**config.mk**
```make
export PLATFORM = sky130hd
export DESIGN_NAME = uart_rx_core
export DESIGN_NICKNAME = d
export VERILOG_FILES = /design/src/rtl/uart_rx_pkg.sv /design/src/rtl/uart_baud_tick.sv /design/src/rtl/uart_rx_core.sv
export SDC_FILE = /design/constraint.sdc
export NUM_CORES = 1
export LEC_CHECK = 0
export BUFFER_PORTS_ARGS = -buffer_cell sky130_fd_sc_hd__clkbuf_2
export CORE_ASPECT_RATIO = 0.7
export CORE_MARGIN = 3
export CORE_UTILIZATION = 45
export CTS_CLUSTER_DIAMETER = 150
export DETAILED_ROUTE_END_ITERATION = 10
export PLACE_DENSITY = 0.65
export SETUP_SLACK_MARGIN = 0.02
export SYNTH_ARGS = -nofsm -noshare
export SYNTH_HDL_FRONTEND = slang
export SYNTH_HIERARCHICAL = 1
export SYNTH_SLANG_ARGS = --single-unit
```
**constraint.sdc**
```tcl
create_clock -name app_clk -period 5.55 [get_ports app_clk]
set_input_delay 1.11 -clock app_clk [delete_from_list [all_inputs] [get_ports app_clk]]
set_output_delay 1.11 -clock app_clk [all_outputs]
set_load 0.01 [all_outputs]
```
**src/rtl/uart_rx_pkg.sv**
```systemverilog
// Shared types and constants for the UART receiver: FSM states, data-bit
// encodings and oversampling sample points.
package uart_rx_pkg;

  typedef enum logic [2:0] {
    IDLE   = 3'd0,
    START  = 3'd1,
    DATA   = 3'd2,
    PARITY = 3'd3,
    STOP1  = 3'd4,
    STOP2  = 3'd5
  } uart_rx_state_e;

  localparam logic [1:0] DATA_BITS_5 = 2'd0;
  localparam logic [1:0] DATA_BITS_6 = 2'd1;
  localparam logic [1:0] DATA_BITS_7 = 2'd2;
  localparam logic [1:0] DATA_BITS_8 = 2'd3;

  localparam logic [3:0] SAMPLE_PT   = 4'd7;
  localparam logic [3:0] MAJ_PT0     = 4'd6;
  localparam logic [3:0] MAJ_PT1     = 4'd7;
  localparam logic [3:0] MAJ_PT2     = 4'd8;
  localparam logic [3:0] SAMPLE_WRAP = 4'd15;

  // Index of the last data bit for a given cfg_data_bits encoding (5..8 bits).
  function automatic logic [2:0] last_bit_idx(input logic [1:0] data_bits);
    return {1'b0, data_bits} + 3'd4;
  endfunction

  function automatic logic maj3(input logic a, input logic b, input logic c);
    return (a & b) | (a & c) | (b & c);
  endfunction

endpackage

```
**src/rtl/uart_baud_tick.sv**
```systemverilog
// 16x oversampling tick generator: divisor down-counter with a synchronous
// realign input that restarts the period without issuing a tick.
module uart_baud_tick #(
  parameter int DIV_W = 12
) (
  input  logic             clk,
  input  logic             rst_n,
  input  logic [DIV_W-1:0] div,
  input  logic             realign,
  output logic             tick
);

  logic [DIV_W-1:0] cnt_q, cnt_d;

  always_comb begin
    tick  = 1'b0;
    cnt_d = cnt_q;
    if (realign) begin
      cnt_d = div;
    end else if (cnt_q == '0) begin
      tick  = 1'b1;
      cnt_d = div;
    end else begin
      cnt_d = cnt_q - DIV_W'(1);
    end
  end

  always_ff @(posedge clk or negedge rst_n) begin
    if (!rst_n) cnt_q <= '0;
    else        cnt_q <= cnt_d;
  end

endmodule

```
**src/rtl/uart_rx_core.sv**
```systemverilog
// UART receiver: 16x oversampled deframer for 5-8 data bits, optional parity,
// 1 or 2 stop bits. Define UART_RX_MAJORITY_EN for 3-sample majority voting.
//
// Output handshake: rx_valid is a single-cycle pulse with no ready/backpressure;
// rx_data, rx_parity_err and rx_frame_err are valid with it and hold until the
// next pulse.
module uart_rx_core
  import uart_rx_pkg::*;
#(
  parameter int DIV_W = 12
) (
  input  logic             app_clk,
  input  logic             reset_n,
  input  logic             cfg_rx_en,
  input  logic [1:0]       cfg_data_bits,
  input  logic             cfg_stop_bits,
  input  logic             cfg_pen,
  input  logic             cfg_epen,
  input  logic [DIV_W-1:0] cfg_baud_div,
  input  logic             rxd,
  output logic [7:0]       rx_data,
  output logic             rx_valid,
  output logic             rx_parity_err,
  output logic             rx_frame_err,
  output logic             rx_busy,
  output uart_rx_state_e   dbg_state
);

  logic           rxd_meta_q, rxd_meta_d;
  logic           rxd_s_q, rxd_s_d;
  logic           rxd_prev_q, rxd_prev_d;
  uart_rx_state_e state_q, state_d;
  logic [3:0]     samp_q, samp_d;
  logic [2:0]     bit_idx_q, bit_idx_d;
  logic [7:0]     shift_q, shift_d;
  logic           par_err_q, par_err_d;
  logic           frm_err_q, frm_err_d;
  logic [7:0]     rx_data_q, rx_data_d;
  logic           rx_valid_q, rx_valid_d;
  logic           rx_par_q, rx_par_d;
  logic           rx_frm_q, rx_frm_d;

  logic tick;
  logic start_det;
  logic decide;
  logic wrap;
  logic bit_val;
  logic par_exp;
  logic frm_now;

  assign start_det = (state_q == IDLE) && cfg_rx_en && rxd_prev_q && !rxd_s_q;
  assign wrap      = tick && (samp_q == SAMPLE_WRAP);
  assign par_exp   = cfg_epen ? (^shift_q) : ~(^shift_q);
  assign frm_now   = frm_err_q | ~bit_val;

  uart_baud_tick #(.DIV_W(DIV_W)) u_baud_tick (
    .clk     (app_clk),
    .rst_n   (reset_n),
    .div     (cfg_baud_div),
    .realign (start_det),
    .tick    (tick)
  );

`ifdef UART_RX_MAJORITY_EN
  logic s6_q, s6_d;
  logic s7_q, s7_d;

  assign decide  = tick && (samp_q == MAJ_PT2);
  assign bit_val = maj3(s6_q, s7_q, rxd_s_q);

  always_comb begin
    s6_d = s6_q;
    s7_d = s7_q;
    if (tick && (samp_q == MAJ_PT0)) s6_d = rxd_s_q;
    if (tick && (samp_q == MAJ_PT1)) s7_d = rxd_s_q;
  end

  always_ff @(posedge app_clk or negedge reset_n) begin
    if (!reset_n) begin
      s6_q <= 1'b1;
      s7_q <= 1'b1;
    end else begin
      s6_q <= s6_d;
      s7_q <= s7_d;
    end
  end
`else
  assign decide  = tick && (samp_q == SAMPLE_PT);
  assign bit_val = rxd_s_q;
`endif

  always_comb begin
    rxd_meta_d = rxd;
    rxd_s_d    = rxd_meta_q;
    rxd_prev_d = rxd_s_q;
    state_d    = state_q;
    samp_d     = tick ? samp_q + 4'd1 : samp_q;
    bit_idx_d  = bit_idx_q;
    shift_d    = shift_q;
    par_err_d  = par_err_q;
    frm_err_d  = frm_err_q;
    rx_data_d  = rx_data_q;
    rx_valid_d = 1'b0;
    rx_par_d   = rx_par_q;
    rx_frm_d   = rx_frm_q;

    // Disabling the receiver mid-frame drops the character silently.
    if (state_q != IDLE && !cfg_rx_en) begin
      state_d = IDLE;
    end else begin
      case (state_q)
        IDLE: begin
          if (start_det) begin
            state_d   = START;
            samp_d    = 4'd0;
            bit_idx_d = 3'd0;
            shift_d   = 8'd0;
            par_err_d = 1'b0;
            frm_err_d = 1'b0;
          end
        end
        START: begin
          if (decide && bit_val) state_d = IDLE;
          else if (wrap)         state_d = DATA;
        end
        DATA: begin
          if (decide) shift_d[bit_idx_q] = bit_val;
          if (wrap) begin
            if (bit_idx_q == last_bit_idx(cfg_data_bits)) state_d = cfg_pen ? PARITY : STOP1;
            else bit_idx_d = bit_idx_q + 3'd1;
          end
        end
        PARITY: begin
          if (decide && (bit_val != par_exp)) par_err_d = 1'b1;
          if (wrap) state_d = STOP1;
        end
        STOP1: begin
          if (decide) begin
            frm_err_d = frm_now;
            if (!cfg_stop_bits) begin
              state_d    = IDLE;
              rx_valid_d = 1'b1;
              rx_data_d  = shift_q;
              rx_par_d   = par_err_q;
              rx_frm_d   = frm_now;
            end
          end else if (wrap && cfg_stop_bits) begin
            state_d = STOP2;
          end
        end
        STOP2: begin
          if (decide) begin
            frm_err_d  = frm_now;
            state_d    = IDLE;
            rx_valid_d = 1'b1;
            rx_data_d  = shift_q;
            rx_par_d   = par_err_q;
            rx_frm_d   = frm_now;
          end
        end
        default: state_d = IDLE;
      endcase
    end
  end

  always_ff @(posedge app_clk or negedge reset_n) begin
    if (!reset_n) begin
      rxd_meta_q <= 1'b1;
      rxd_s_q    <= 1'b1;
      rxd_prev_q <= 1'b1;
      state_q    <= IDLE;
      samp_q     <= 4'd0;
      bit_idx_q  <= 3'd0;
      shift_q    <= 8'd0;
      par_err_q  <= 1'b0;
      frm_err_q  <= 1'b0;
      rx_data_q  <= 8'd0;
      rx_valid_q <= 1'b0;
      rx_par_q   <= 1'b0;
      rx_frm_q   <= 1'b0;
    end else begin
      rxd_meta_q <= rxd_meta_d;
      rxd_s_q    <= rxd_s_d;
      rxd_prev_q <= rxd_prev_d;
      state_q    <= state_d;
      samp_q     <= samp_d;
      bit_idx_q  <= bit_idx_d;
      shift_q    <= shift_d;
      par_err_q  <= par_err_d;
      frm_err_q  <= frm_err_d;
      rx_data_q  <= rx_data_d;
      rx_valid_q <= rx_valid_d;
      rx_par_q   <= rx_par_d;
      rx_frm_q   <= rx_frm_d;
    end
  end

  assign rx_data       = rx_data_q;
  assign rx_valid      = rx_valid_q;
  assign rx_parity_err = rx_par_q;
  assign rx_frame_err  = rx_frm_q;
  assign rx_busy       = (state_q != IDLE);
  assign dbg_state     = state_q;

endmodule

```
==> results of run 1 <==
where the power goes:
part | total [uW] | internal, uW | switching (uW)
Clock | 202 | 89.0 | 113
Combinational | 302 | 151 | 150
Sequential | 490 | 395 | 95.9
Total | 994 | 635 | 359
state kept, by name, summed over array words and instances, names as in the netlist:
name and cells:
dbg_state 3, bit_idx_q 3, par_err_q 1, rxd_prev_q 1, shift_q 8, bit_val 1, u_baud_tick/cnt_q 12, rx_valid 1
rx_parity_err 1, frm_err_q 1, rxd_meta_q 1, samp_q 4, rx_frame_err 1, rx_data 8
kinds of logic after synthesis:
| family | after synthesis |
|---|---|
| compound gates | 61 |
| fa+ha+maj | 4 |
| buf+inv | 24 |
| xor+xnor | 23 |
| simple gates | 81 |
| mux | 13 |
| flops | 46 |
path summary, 6_finish.rpt:
| kind | cells after the start | end | slack [ps] |
|---|---|---|---|
| max | 7 | rx_data[5] | 2500 |
| min | 0 | bit_val | 360 |
| max reg2reg | 7 | rx_data[5] | 2580 |
| min reg2reg | 0 | bit_val | 360 |
| max in group asynchronous | 2 | bit_idx_q[0] | 4270 |
| min in group asynchronous | 2 | rx_data[4] | 890 |
critical path, stage by stage:
cell and delay (ps):
clkbuf_2 180, and4_1 310, nor2_1 480, and4b_4 360, and2_4 180, nand4b_4 250
mux2_4 370
cell usage after synthesis, drive strengths merged (5+ instances only):
| library cell | number |
|---|---|
| dfrtp | 43 |
| nor2 | 29 |
| o21ai | 23 |
| xnor2 | 20 |
| nand2 | 13 |
| a21oi | 10 |
| inv | 10 |
| mux2 | 10 |
| buf | 9 |
| a31oi | 6 |
| nor3 | 6 |
| clkbuf | 5 |
final cells by class:
| type | count | area (um2) | share of cell area, % |
|---|---|---|---|
| well taps | 72 | 90.09 | 3.161 |
| multi-input cells | 182 | 1291 | 45.30 |
| inverters | 10 | 37.54 | 1.317 |
| repair buffers | 37 | 190.2 | 6.673 |
| flip-flops and latches | 46 | 1155 | 40.52 |
| clock inverters | 2 | 13.76 | 0.4829 |
| clock buffers | 6 | 72.57 | 2.546 |
layer usage:
| layer | vias up | global-route usage [%] |
|---|---|---|
| met5 | - | 0 |
| met4 | 0 | 2.997 |
| met3 | 6 | 4.362 |
| met2 | 52 | 20.50 |
| met1 | 895 | 26.95 |
| li1 | 960 | - |
stage by stage:
| stage | cell area, um2 | power [uW] | hold slack [ps] | util [%] |
|---|---|---|---|---|
| floorplan | 2562 | 712.9 | 345.2 | - |
| global placement | 2764 | 790.3 | 348.2 | 51.49 |
| detailed placement | 2764 | 796.9 | 351.0 | 51.49 |
| CTS | 2850 | 1002 | 364.0 | 53.10 |
| global route | 2850 | 1058 | 373.3 | 53.10 |
| finish | 2850 | 994.2 | 361.5 | 53.10 |
==> results by group, run 1 <==
Run status
  • Run status: finished clean

Critical path
  • Critical path launch point type: input port
  • Crit end category: flop
  • Arrival time at the worst endpoint: 3240 ps
  • Max Fanout on Critical Path: 13
  • Start of the worst register-to-register path: dbg_state[2]
  • Type of the worst setup path: input port to flop
  • CP startpoint: cfg_rx_en
  • Required @ worst endpoint: 5740 ps

STA
  • Fin. Hold Viols: 0
  • Highest Clock Rate: 327.6 MHz
  • Count of pins over their slew limit: 0
  • Largest clock skew in the final design: 5.884 ps
  • Minimum clock period: 3053 ps
  • RSZ-0062 raised after global routing: no
  • Slew of the pin with the lowest slew margin: 792.9 ps
  • Final Worst Setup Slack: 2497 ps
  • Final setup viols: 0
  • Sum of negative setup slack: 0 ps
  • Share of the clock period used by the worst path after layout: 55.00%
  • Worst slew margin: 46.44%

Layout
  • Non-filler instance count after layout: 355
  • Layout Nets: 307
  • Number of filler cells placed in the layout: 510
  • Top library cells by usage in the layout, fill and taps aside: 43 x dfrtp_1, 35 x clkbuf_2, 29 x nor2_1
  • Most common cell after layout, fill and taps aside: dfrtp_1
  • Synth-to-layout area growth: 11.23%
  • Fraction of final layout cells with drive strength greater than 1: 24.38%
  • Number of antenna repair diodes: 0

Yosys
  • Synth Warn #: 6
  • Net Count, Synth: 277
  • Flip-flop and latch count after synthesis: 46
  • Largest family of logic cells by synthesized area: simple AND/OR/NAND/NOR gates
  • Commonest register cell after synthesis: dfrtp_1
  • Area share of the leading cell type in the synthesized netlist: 41.99%
  • Simple-gate share of the synthesized area: 18.70%
  • Number of distinct library cells after synthesis: 57
  • Number of enable-type register cells in the synthesized netlist: 0
  • Average instance area after synthesis: 10.17 um2
  • Multiplexer share of the synthesized area: 6.299%
  • Synth Area in Adders: 1.953%
  • Mapped cell area: 2562 um2
  • Area fraction in compound gates after synthesis: 15.28%
  • Number of instances in the synthesized netlist: 252
  • Yosys top cell by area: dfrtp_1
  • Parity-gate share of the synthesized area counting xor and xnor cells: 8.154%
  • Proportion of synthesized chip area in sequential cells: 45.07%
  • Asr flop ratio synth: 100.0%
  • Top area cells in the synthesized netlist: dfrtp_1 42%, xnor2_1 6.5%, o21ai_0 4.5%

Clock tree
  • Post-CTS Hold Buffers: 0
  • Number of buffers created by CTS: 5
  • Clk pin slew, worst setup/hold paths: 90 ps
  • Clock H-tree levels: 2
  • Total setup buffers inserted after CTS: 0
  • CTS tree: built
  • Clock latency on the worst-skew pair: 300 ps
  • Maximum number of buffers from clock root to sink: 2
  • Clk sink count: 46
  • Post-cts repair resize count: 0
  • Root Driver: clkbuf_8

Die
  • Area of the die: 6650 um2
  • Starting Density: 47.74%
  • Chip width: 96.20 um
  • # IOs: 36
  • Y dimension of the die: 69.14 um
  • Placeable core region: 5368 um2
  • FP Rows: 22

Placed design
  • Placer congestion estimate: 0.8409
  • Post-placement cell count: 347
  • HPWL Detailed: 3762 um
  • Post-place setup slack: 2217 ps
  • Count of buffers from port buffering: 35

Detailed routing
  • Via-to-Cell Ratio: 5.389
  • Overall via count from detail_route: 1,913
  • Post-route ant nets: 0
  • Uppermost metal layer occupied by signal nets: met4
  • Routed wire length on met2: 1974 um
  • Number of remaining DRC errors: 0
  • Overall routed net length: 5097 um
  • Routed length per instance: 14.36 um
  • Met3 Routed Length: 280 um
  • Number of optimization iterations in the first detailed-route pass: 4
  • Met1 wire length: 2802 um
  • First-iteration detailed-routing DRC count: 125

Min path
  • Type of the most critical hold path: flop to flop
  • Startpoint of the most critical hold path: rxd_meta_q

Global route
  • Number of global-route vias before repair: 1,694
  • GRT Util Overall: 16.15%
  • Total global routing overflow: 0
  • First-pass GRT wire length: 8473 um
  • Initial antenna violation count: 0
  • Pin count of the biggest net entering global routing: 47

Power
  • Peak VDD IR: 0.0001987 V
  • Power per cell area: 348.8 nW/um2
  • Reported leakage power: 0.001280 uW

Job
  • Total of max-cap violations: 0
No activity file was read; power rests on OpenSTA's default activity.
==> run 2, diff against run 1 <==
--- a/config.mk
+++ b/config.mk
@@ -11,7 +11,7 @@
 export CORE_UTILIZATION = 45
 export CTS_CLUSTER_DIAMETER = 150
 export DETAILED_ROUTE_END_ITERATION = 10
-export PLACE_DENSITY = 0.65
+export PLACE_DENSITY = 0.68
 export SETUP_SLACK_MARGIN = 0.02
 export SYNTH_ARGS = -nofsm -noshare
 export SYNTH_HDL_FRONTEND = slang
==> constraint.sdc (replaced) <==
create_clock -name app_clk -period 2.61 [get_ports app_clk]
set_input_delay 0.522 -clock app_clk [delete_from_list [all_inputs] [get_ports app_clk]]
set_output_delay 0.522 -clock app_clk [all_outputs]
set_load 0.01 [all_outputs]
==> run 2 against run 1 <==
Against the previous run: cell count grew 3.4%; largest cell class unchanged; sequential power grew 100%; core utilization grew 2.2 points; first-iteration DRC count shrank 10%; routed wire length is 7.8% higher; non-clock buffer count rose by 11; clock skew grew 4.7 ps; die area stayed put; via count is 4.5% higher; clock power up 110%.
==> results by group, run 2 (synthesis results as in run 1) <==
Detailed routing
  • Number of remaining DRC errors: 0
  • Overall routed net length: 5493 um
  • Post-route ant nets: 0
  • Routed length per instance: 14.97 um
  • First-iteration detailed-routing DRC count: 112
  • Number of optimization iterations in the first detailed-route pass: 4
  • Overall via count from detail_route: 2,000
  • Via-to-Cell Ratio: 5.450

STA
  • Share of the clock period used by the worst path after layout: 90.19%
  • Sum of negative setup slack: 0 ps
  • Largest clock skew in the final design: 10.57 ps
  • RSZ-0062 raised after global routing: no
  • Count of pins over their slew limit: 0
  • Highest Clock Rate: 424.8 MHz
  • Final setup viols: 0
  • Worst slew margin: 60.90%
  • Fin. Hold Viols: 0
  • Minimum clock period: 2354 ps
  • Slew of the pin with the lowest slew margin: 586.5 ps

Critical path
  • Terminus of the critical flop-to-flop path: bit_idx_q[2]
  • Number of cells on the worst reg-to-reg path: 12
  • Type of the worst setup path: flop to flop
  • Required @ worst endpoint: 2790 ps
  • Start of the worst register-to-register path: u_baud_tick/cnt_q[0]
  • Arrival time at the worst endpoint: 2540 ps
  • Reg2Reg Setup Slack: 260 ps
  • Critical path launch point type: flop
  • Crit end category: flop
  • Max Fanout on Critical Path: 6

Layout
  • Post-Layout Inst Area: 2967 um2
  • Top reg by flops: u_baud_tick/cnt_q
  • Top library cells by usage in the layout, fill and taps aside: 43 x dfrtp_1, 35 x clkbuf_2, 29 x nor2_1
  • Most common cell after layout, fill and taps aside: dfrtp_1
  • Number of antenna repair diodes: 0
  • Fraction of final layout cells with drive strength greater than 1: 28.81%
  • Synth-to-layout area growth: 15.77%
  • Largest register FFs: 12
  • Layout Nets: 319

Clock tree
  • Clock H-tree levels: 2
  • Number of buffers created by CTS: 5
  • Root Driver: clkbuf_8
  • CTS tree: built
  • Clk sink count: 46
  • Clock latency on the worst-skew pair: 310 ps
  • Clk pin slew, worst setup/hold paths: 90 ps
  • Maximum number of buffers from clock root to sink: 2
  • Post-CTS Hold Buffers: 0

Placed design
  • HPWL Detailed: 4017 um
  • Placement Cell Area: 2839 um2
  • Count of buffers from port buffering: 35
  • Placer congestion estimate: 0.8448

Power
  • Power per cell area: 742.5 nW/um2
  • Final total power: 2203 uW
  • Reported leakage power: 0.001346 uW
  • Peak VDD IR: 0.0005204 V

Global route
  • Pin count of the biggest net entering global routing: 25
  • GRT Util Overall: 17.05%
  • First-pass GRT wire length: 8866 um
  • Initial antenna violation count: 0
  • Number of global-route vias before repair: 1,821
  • Total global routing overflow: 0

Die
  • Area of the die: 6650 um2
  • FP Rows: 22
  • Chip width: 96.20 um
  • Y dimension of the die: 69.14 um
  • Placeable core region: 5368 um2
  • # IOs: 36
  • Starting Density: 47.74%

Min path
  • Type of the most critical hold path: input port to asynchronous set/reset pin

Job
  • Total of max-cap violations: 0

Run status
  • Run status: finished clean
[run 2: cell types whose count changed in the layout (fill, tap and decap cells not counted), sizes merged]
cell	change
nand4b	+1
clkinvlp	+1
clkbuf	-1
buf	+11
[run 2: stage by stage]
stage,std cells,setup slack (ps),util (%),hold WS (ps)
6_report,367,256.1,55.27,199.8
4_1_cts,365,155.9,54.57,210.5
3_3_place_gp,357,263.9,52.89,345.2
3_5_place_dp,357,162.8,52.89,347.2
2_1_floorplan,252,173.8,-,226.4
5_1_grt,367,54.83,55.27,235.4
[run 2: what timing repair did]
item / CTS / global route
setup endpoints to repair: 0 / 19
resized for setup: 0 / 5
buffers inserted: 0 / 1
[run 2: layout make-up]
cell class	instances	area [um2]
Clock inverter	3	21.27
Multi-Input combinational cell	183	1321
Fill cell	502	2401
Clock buffer	5	68.82
Timing Repair Buffer	48	272.8
Inverter	10	37.54
Tap cell	72	90.09
Sequential cell	46	1155
[run 2: worst max path at each step]
stage / from / end / depth (start not counted)
3_3_place_gp: u_baud_tick/cnt_q[0] / rx_data[7] / 10
2_1_floorplan: bit_val / rx_data[3] / 11
6_report: u_baud_tick/cnt_q[0] / bit_idx_q[2] / 12
3_5_place_dp: u_baud_tick/cnt_q[0] / rx_data[4] / 10
5_1_grt: u_baud_tick/cnt_q[0] / shift_q[4] / 11
4_1_cts: u_baud_tick/cnt_q[0] / rx_data[4] / 10
[run 2: power by group]
group	total, uW	internal, uW	switching [uW]
clock network	433	188	245
registers	979	840	139
logic	790	374	416
[run 2: worst max-delay path: stages, from the launching register on]
cell and delay [ps]:
dfrtp_1 400, inv_1 100, ha_1 160, nor3b_2 190, and2_1 170, nand3_1 80
nor2_1 150, buf_4 170, nand3_1 110, nor2_1 200, a41oi_2 190, o21ai_0 210
o21ai_0 110
[run 2: per-layer routing]
layer,track usage [%],vias to the layer above,part of all wire (%)
li1,-,987,-
met4,5.836,0,1.4
met1,28.56,953,51
met2,20.35,51,42
met3,4.362,9,5.6
met5,0,-,0
